`src/rtl/uart_result_tx_pkg.sv`:
```
// Shared definitions for the UART result transmit sequencer.
package uart_result_tx_pkg;

    typedef enum logic [1:0] {
        StIdle = 2'd0,
        StSend = 2'd1,
        StWait = 2'd2
    } state_e;

    // Bytes per frame: header, result, checksum.
    localparam int unsigned FRAME_LEN = 3;
    localparam int unsigned IDX_W     = 2;
    localparam logic [IDX_W-1:0] LAST_IDX = IDX_W'(FRAME_LEN - 1);

    localparam logic [7:0] HEADER_DEF = 8'hA5;

endpackage

```
`src/rtl/uart_result_tx_if.sv`:
```
// Handshake bundle between the ALU/receive side, the sequencer and the UART TX core.
interface uart_result_tx_if #(
    parameter int unsigned NB_BITS = 8
);
    logic               i_start;
    logic [NB_BITS-1:0] i_result;
    logic               i_tx_done;
    logic               o_tx_start;
    logic [NB_BITS-1:0] o_tx_data;
    logic               o_busy;
    logic               o_overrun;

    // Environment side: issues requests and TX-done pulses.
    modport master (
        output i_start, i_result, i_tx_done,
        input  o_tx_start, o_tx_data, o_busy, o_overrun
    );

    // Sequencer side.
    modport slave (
        input  i_start, i_result, i_tx_done,
        output o_tx_start, o_tx_data, o_busy, o_overrun
    );
endinterface

```
`src/rtl/uart_result_tx_result_slot.sv`:
```
// One-deep holding register for a request that arrives while a frame is in flight.
module uart_result_tx_result_slot #(
    parameter int unsigned WIDTH = 8
) (
    input  logic             clk,
    input  logic             reset,
    input  logic             load_i,
    input  logic             take_i,
    input  logic [WIDTH-1:0] data_i,
    output logic [WIDTH-1:0] data_o,
    output logic             valid_o,
    output logic             full_o
);
    logic [WIDTH-1:0] data_q, data_d;
    logic             valid_q, valid_d;

    // Load wins over take so a simultaneous take+load leaves the slot refilled.
    always_comb begin
        data_d  = data_q;
        valid_d = valid_q;
        if (take_i) begin
            valid_d = 1'b0;
        end
        if (load_i) begin
            data_d  = data_i;
            valid_d = 1'b1;
        end
    end

    // Slot storage.
    always_ff @(posedge clk) begin
        if (reset) begin
            data_q  <= '0;
            valid_q <= 1'b0;
        end else begin
            data_q  <= data_d;
            valid_q <= valid_d;
        end
    end

    assign data_o  = data_q;
    assign valid_o = valid_q;
    assign full_o  = valid_q;
endmodule

```
`src/rtl/uart_result_tx.sv`:
```
// Sends each ALU result as a HEADER/RESULT/CHECKSUM frame through the UART TX core.
module uart_result_tx
    import uart_result_tx_pkg::*;
#(
    parameter int unsigned        NB_BITS = 8,
    parameter logic [NB_BITS-1:0] HEADER  = NB_BITS'(HEADER_DEF)
) (
    input logic             clk,
    input logic             reset,
    uart_result_tx_if.slave bus
);
    state_e             state_q, state_d;
    logic [IDX_W-1:0]   idx_q, idx_d;
    logic [NB_BITS-1:0] act_q, act_d;
    logic [NB_BITS-1:0] tx_data_q, tx_data_d;
    logic               overrun_q, overrun_d;

    logic               slot_load, slot_take;
    logic [NB_BITS-1:0] slot_data;
    logic               slot_valid, slot_full;
    logic               final_done;

    function automatic logic [NB_BITS-1:0] frame_byte(input logic [NB_BITS-1:0] res,
                                                      input logic [IDX_W-1:0]   idx);
        case (idx)
            2'd0:    return HEADER;
            2'd1:    return res;
            default: return HEADER ^ res;
        endcase
    endfunction

    uart_result_tx_result_slot #(
        .WIDTH (NB_BITS)
    ) u_pend (
        .clk     (clk),
        .reset   (reset),
        .load_i  (slot_load),
        .take_i  (slot_take),
        .data_i  (bus.i_result),
        .data_o  (slot_data),
        .valid_o (slot_valid),
        .full_o  (slot_full)
    );

    // State, byte index, active result, held TX byte and overrun flag.
    always_ff @(posedge clk) begin
        if (reset) begin
            state_q   <= StIdle;
            idx_q     <= '0;
            act_q     <= '0;
            tx_data_q <= '0;
            overrun_q <= 1'b0;
        end else begin
            state_q   <= state_d;
            idx_q     <= idx_d;
            act_q     <= act_d;
            tx_data_q <= tx_data_d;
            overrun_q <= overrun_d;
        end
    end

    // Next-state: frame sequencing plus routing of requests into act or the pending slot.
    always_comb begin
        state_d    = state_q;
        idx_d      = idx_q;
        act_d      = act_q;
        slot_load  = 1'b0;
        slot_take  = 1'b0;
        overrun_d  = 1'b0;
        final_done = (state_q == StWait) && bus.i_tx_done && (idx_q == LAST_IDX);

        unique case (state_q)
            StIdle: begin
                if (bus.i_start) begin
                    act_d   = bus.i_result;
                    idx_d   = '0;
                    state_d = StSend;
                end
            end
            StSend: state_d = StWait;
            StWait: begin
                if (bus.i_tx_done) begin
                    if (idx_q != LAST_IDX) begin
                        idx_d   = idx_q + IDX_W'(1);
                        state_d = StSend;
                    end else if (slot_valid) begin
                        act_d     = slot_data;
                        slot_take = 1'b1;
                        idx_d     = '0;
                        state_d   = StSend;
                    end else if (bus.i_start) begin
                        // Nothing queued: the new request goes straight to act.
                        act_d   = bus.i_result;
                        idx_d   = '0;
                        state_d = StSend;
                    end else begin
                        state_d = StIdle;
                    end
                end
            end
            default: state_d = StIdle;
        endcase

        // Mid-frame request: queue it unless the slot stays occupied this cycle.
        if (bus.i_start && (state_q != StIdle) && !(final_done && !slot_valid)) begin
            if (!slot_full || slot_take) begin
                slot_load = 1'b1;
            end else begin
                overrun_d = 1'b1;
            end
        end
    end

    // Outputs; the TX byte is latched only on the edge that enters SEND.
    always_comb begin
        bus.o_tx_start = (state_q == StSend);
        bus.o_busy     = (state_q != StIdle) | slot_valid;
        bus.o_tx_data  = tx_data_q;
        bus.o_overrun  = overrun_q;
        tx_data_d      = tx_data_q;
        if (state_d == StSend) begin
            tx_data_d = frame_byte(act_d, idx_d);
        end
    end
endmodule

```
`src/flat_wrapper.sv`:
```
// flat-port wrapper written by rule: the top's interface ports become plain ports
module uart_result_tx_flat import uart_result_tx_pkg::*;
#(
    parameter int unsigned        NB_BITS = 8,
    parameter logic [NB_BITS-1:0] HEADER  = NB_BITS'(HEADER_DEF)
)
  (clk, reset, bus_i_start, bus_i_result, bus_i_tx_done, bus_o_tx_start, bus_o_tx_data, bus_o_busy, bus_o_overrun);
  uart_result_tx_if #(.NB_BITS(NB_BITS)) bus_i ();
  input logic clk;
  input logic reset;
  input wire logic [$bits(bus_i.i_start)-1:0] bus_i_start;
  input wire logic [$bits(bus_i.i_result)-1:0] bus_i_result;
  input wire logic [$bits(bus_i.i_tx_done)-1:0] bus_i_tx_done;
  output wire logic [$bits(bus_i.o_tx_start)-1:0] bus_o_tx_start;
  output wire logic [$bits(bus_i.o_tx_data)-1:0] bus_o_tx_data;
  output wire logic [$bits(bus_i.o_busy)-1:0] bus_o_busy;
  output wire logic [$bits(bus_i.o_overrun)-1:0] bus_o_overrun;
  assign bus_i.i_start = bus_i_start;
  assign bus_i.i_result = bus_i_result;
  assign bus_i.i_tx_done = bus_i_tx_done;
  assign bus_o_tx_start = bus_i.o_tx_start;
  assign bus_o_tx_data = bus_i.o_tx_data;
  assign bus_o_busy = bus_i.o_busy;
  assign bus_o_overrun = bus_i.o_overrun;
  uart_result_tx #(.NB_BITS(NB_BITS), .HEADER(HEADER)) u_core (.clk(clk), .reset(reset), .bus(bus_i));
endmodule
```
`config.mk`:
```
export PLATFORM = sky130hd
export DESIGN_NAME = uart_result_tx_flat
export DESIGN_NICKNAME = d
export VERILOG_FILES = /design/src/rtl/uart_result_tx_pkg.sv /design/src/rtl/uart_result_tx_if.sv /design/src/rtl/uart_result_tx_result_slot.sv /design/src/rtl/uart_result_tx.sv /design/src/flat_wrapper.sv
export SDC_FILE = /design/constraint.sdc
export NUM_CORES = 1
export LEC_CHECK = 0
export ABC_AREA = 0
export CORE_UTILIZATION = 51
export DETAILED_ROUTE_END_ITERATION = 10
export GPL_ROUTABILITY_DRIVEN = 0
export HOLD_SLACK_MARGIN = 0.08
export PLACE_DENSITY_LB_ADDON = 0.15
export SKIP_CTS_REPAIR_TIMING = 1
export SLEW_MARGIN = 20
export SYNTH_ARGS = -nofsm -noshare
export SYNTH_HDL_FRONTEND = slang
export SYNTH_HIERARCHICAL = 1
export SYNTH_SLANG_ARGS = --single-unit
```
`constraint.sdc`:
```
create_clock -name clk -period 2.51 [get_ports clk]
set_clock_uncertainty 0.05 [all_clocks]
set_input_delay 0.502 -clock clk [delete_from_list [all_inputs] [get_ports clk]]
set_output_delay 0.502 -clock clk [all_outputs]
set_load 0.02 [all_outputs]
```
==> qor.yml <==
fillers: 283
dieArea_um2: 3520
wire_per_inst_um: 15.8
power.leakage_nw: 0.778
cts_root_buf: "clkbuf_4"
slowest_stage: "clkdlybuf4s50_1"
yosysSeqAreaShare: 0.358
synth-edff-count: 0
grt_overflow_total: 0
first_global_vias: 1610
yosys_warnings: 6
drv_slew: 0
grt_antenna_before_repair: 0
io_buffers: 22
holdPathStages: 2
synth-adder-area-share: 0
die_y_um: 59.3
min_path_type: "flip-flop to flip-flop"
setup_tns_ns: 0
seq_area_um2: 604
finalSetupViolCount: 0
synth-compound-area-share: 0.223
diodes: 0
fp.coreArea_um2: 3080
yosys_most_used_dff: "dfxtp_1"
ant_nets: 0
num_rows: 20
worstPathRequired_ns: 1.96
yosys.area_share.simple: 0.283
grt_max_degree: 23
slew_headroom: 0.688
dr.pass1.iters: 4
path_class: "flip-flop to primary output"
fin_crit_sh: 0.928
reg2reg_slack_ns: 0.51
synthCells: 194
wl_um: 4180
fin_util: 0.657
r2r_cells: 6
cts_tree: "done"
drtIter0Drc: 76
grt_pass1_wl_um: 6980
synth_top_family_by_area: "simple AND/OR/NAND/NOR gates"
ys_types: 50
cts-buffers-inserted: 5
cp_data_arrival_time_ns: 1.78
cap_violations: 0
synth_nets: 206
finalHoldViolations: 0
rsz0062_at_grt: "false"
dp.cells: 257
clock.fmax_mhz: 429
syn2layout_area_growth_pct: 20.6
critPathCaptureType: "primary output"
clock_latency_ns: 0.33
min_period_ns: 2.33
instances_no_fill: 265
clock_path_buffers: 2
synth-seq-cells: 30
cp-start-kind: "flip-flop"
synth_xor_area_frac: 0
outcome: "finished, final reports clean"
ios: 23
htreeDepth: 2
crit_chain: "clkinv_1 -> nor2_1 -> clkdlybuf4s50_1"
drc: 0
crit_path_max_fanout: 14
muxShareOfSynthArea: 0.0679
power.density_nw_per_um2: 548
peakVddDrop_mv: 0.409
dp_hpwl_um: 3050
multi_input_area_um2: 962
grt_usage: 0.267
slowest_delay_ns: 0.63
num-nets-final: 232
syn_avg_cell_area_um2: 8.64
vias: 1580
async_reset_ff_frac: 0
die_x_um: 59.3
tightest_slew_ns: 0.468
layout-drive-gt1-share: 0.140
vias_per_cell: 5.96
clk_pin_slew_ns: 0.10
clock_sinks: 30
syn_area_um2: 1680
start_util: 0.545
Yosys cell counts (all sizes together), types with 2 or more instances:
cell type  number  area [µm²]
dfxtp          30         601
nor2           19        71.3
a21oi          11        58.8
nand2b         11        68.8
inv            10        37.5
nand2           9        33.8
mux2i           8        80.1
nor2b           8        57.6
clkbuf          7        27.5
nand3           7        35.0
buf             6        45.0
a211oi          5        37.5
a31oi           4        25.0
a32o            4        40.0
and3            4        25.0
o21ai           4        20.0
o221ai          4        35.0
or2             4        25.0
a221oi          3        26.3
and2            3        18.8
and3b           3        26.3
mux2            3        33.8
o211ai          3        22.5
o311ai          3        26.3
or3b            3        26.3
nand3b          2        15.0
nor3            2        21.3
or4b            2        23.8
worst max-delay path: cells and delay by family, from the launching register on:
family | cells | cell delay [ns]
flops | 1 | 0.45
simple gates | 1 | 0.18
buf+inv | 2 | 0.81
sequential cells by signal, summed over array words and instances (netlist names):
name and flops:
u_core/bus.o_tx_data 8, u_core/act_q 8, u_core/u_pend/data_o 8, u_core/state_q 2
u_core/bus.o_overrun 1, u_core/idx_q 2, u_core/u_pend/full_o 1
kinds of logic (layout without fill, tap and decap cells):
family	Yosys count	after routing
compound gates	49	49
buf+inv	24	51
mux	11	11
flops	30	30
simple gates	80	80
final cells by class:
cell class	instances	share of cell area
clock buffers	6	0.0254
clock inverters	2	0.00619
inverters	11	0.0204
multi-input cells	140	0.476
flip-flops and latches	30	0.299
well taps	44	0.0272
repair buffers	32	0.146
cells in the final DEF, fill, tap and decap left out, drive strengths merged, types with 6 or more instances in the layout:
cell and instances:
a21oi 11, buf 10, clkbuf 6, clkdlybuf4s50 22
dfxtp 30, inv 10, mux2i 8, nand2 9
nand2b 11, nand3 7, nor2 19, nor2b 8
per-stage QoR:
step / hold WS (ns) / worst slack, ns / cell area [µm²] / power (W)
2_1_floorplan: 0.401 / 0.591 / 1680 / 0.000708
3_3_place_gp: 0.400 / 0.120 / 1950 / 0.000794
3_5_place_dp: 0.432 / 0.0422 / 1950 / 0.000805
4_1_cts: 0.455 / -0.145 / 2020 / 0.00111
5_1_grt: 0.482 / 0.0998 / 2020 / 0.00116
6_report: 0.451 / 0.181 / 2020 / 0.00111
power by group:
group          internal (W)  total (W)  switching [W]
clock network      0.000134   0.000310       0.000176
registers          0.000509   0.000538      0.0000287
logic              0.000124   0.000259       0.000135
total              0.000768    0.00111       0.000339
worst paths after layout:
| kind | start | endpoint |
|---|---|---|
| min | u_core/bus.o_tx_data[5] | u_core/bus.o_tx_data[5] |
| min reg2reg | u_core/bus.o_tx_data[5] | u_core/bus.o_tx_data[5] |
| max reg2reg | u_core/state_q[1] | u_core/bus.o_tx_data[5] |
| max | u_core/state_q[0] | bus_o_tx_start |
metal layers:
metal / GRT usage / vias up / share of wire
li1: - / 755 / -
met4: 0.119 / 0 / 0.022
met2: 0.490 / 56 / 0.52
met1: 0.283 / 757 / 0.41
met3: 0.0677 / 12 / 0.053
met5: 0 / - / 0
Note: power is estimated with default switching activity, not from simulation.
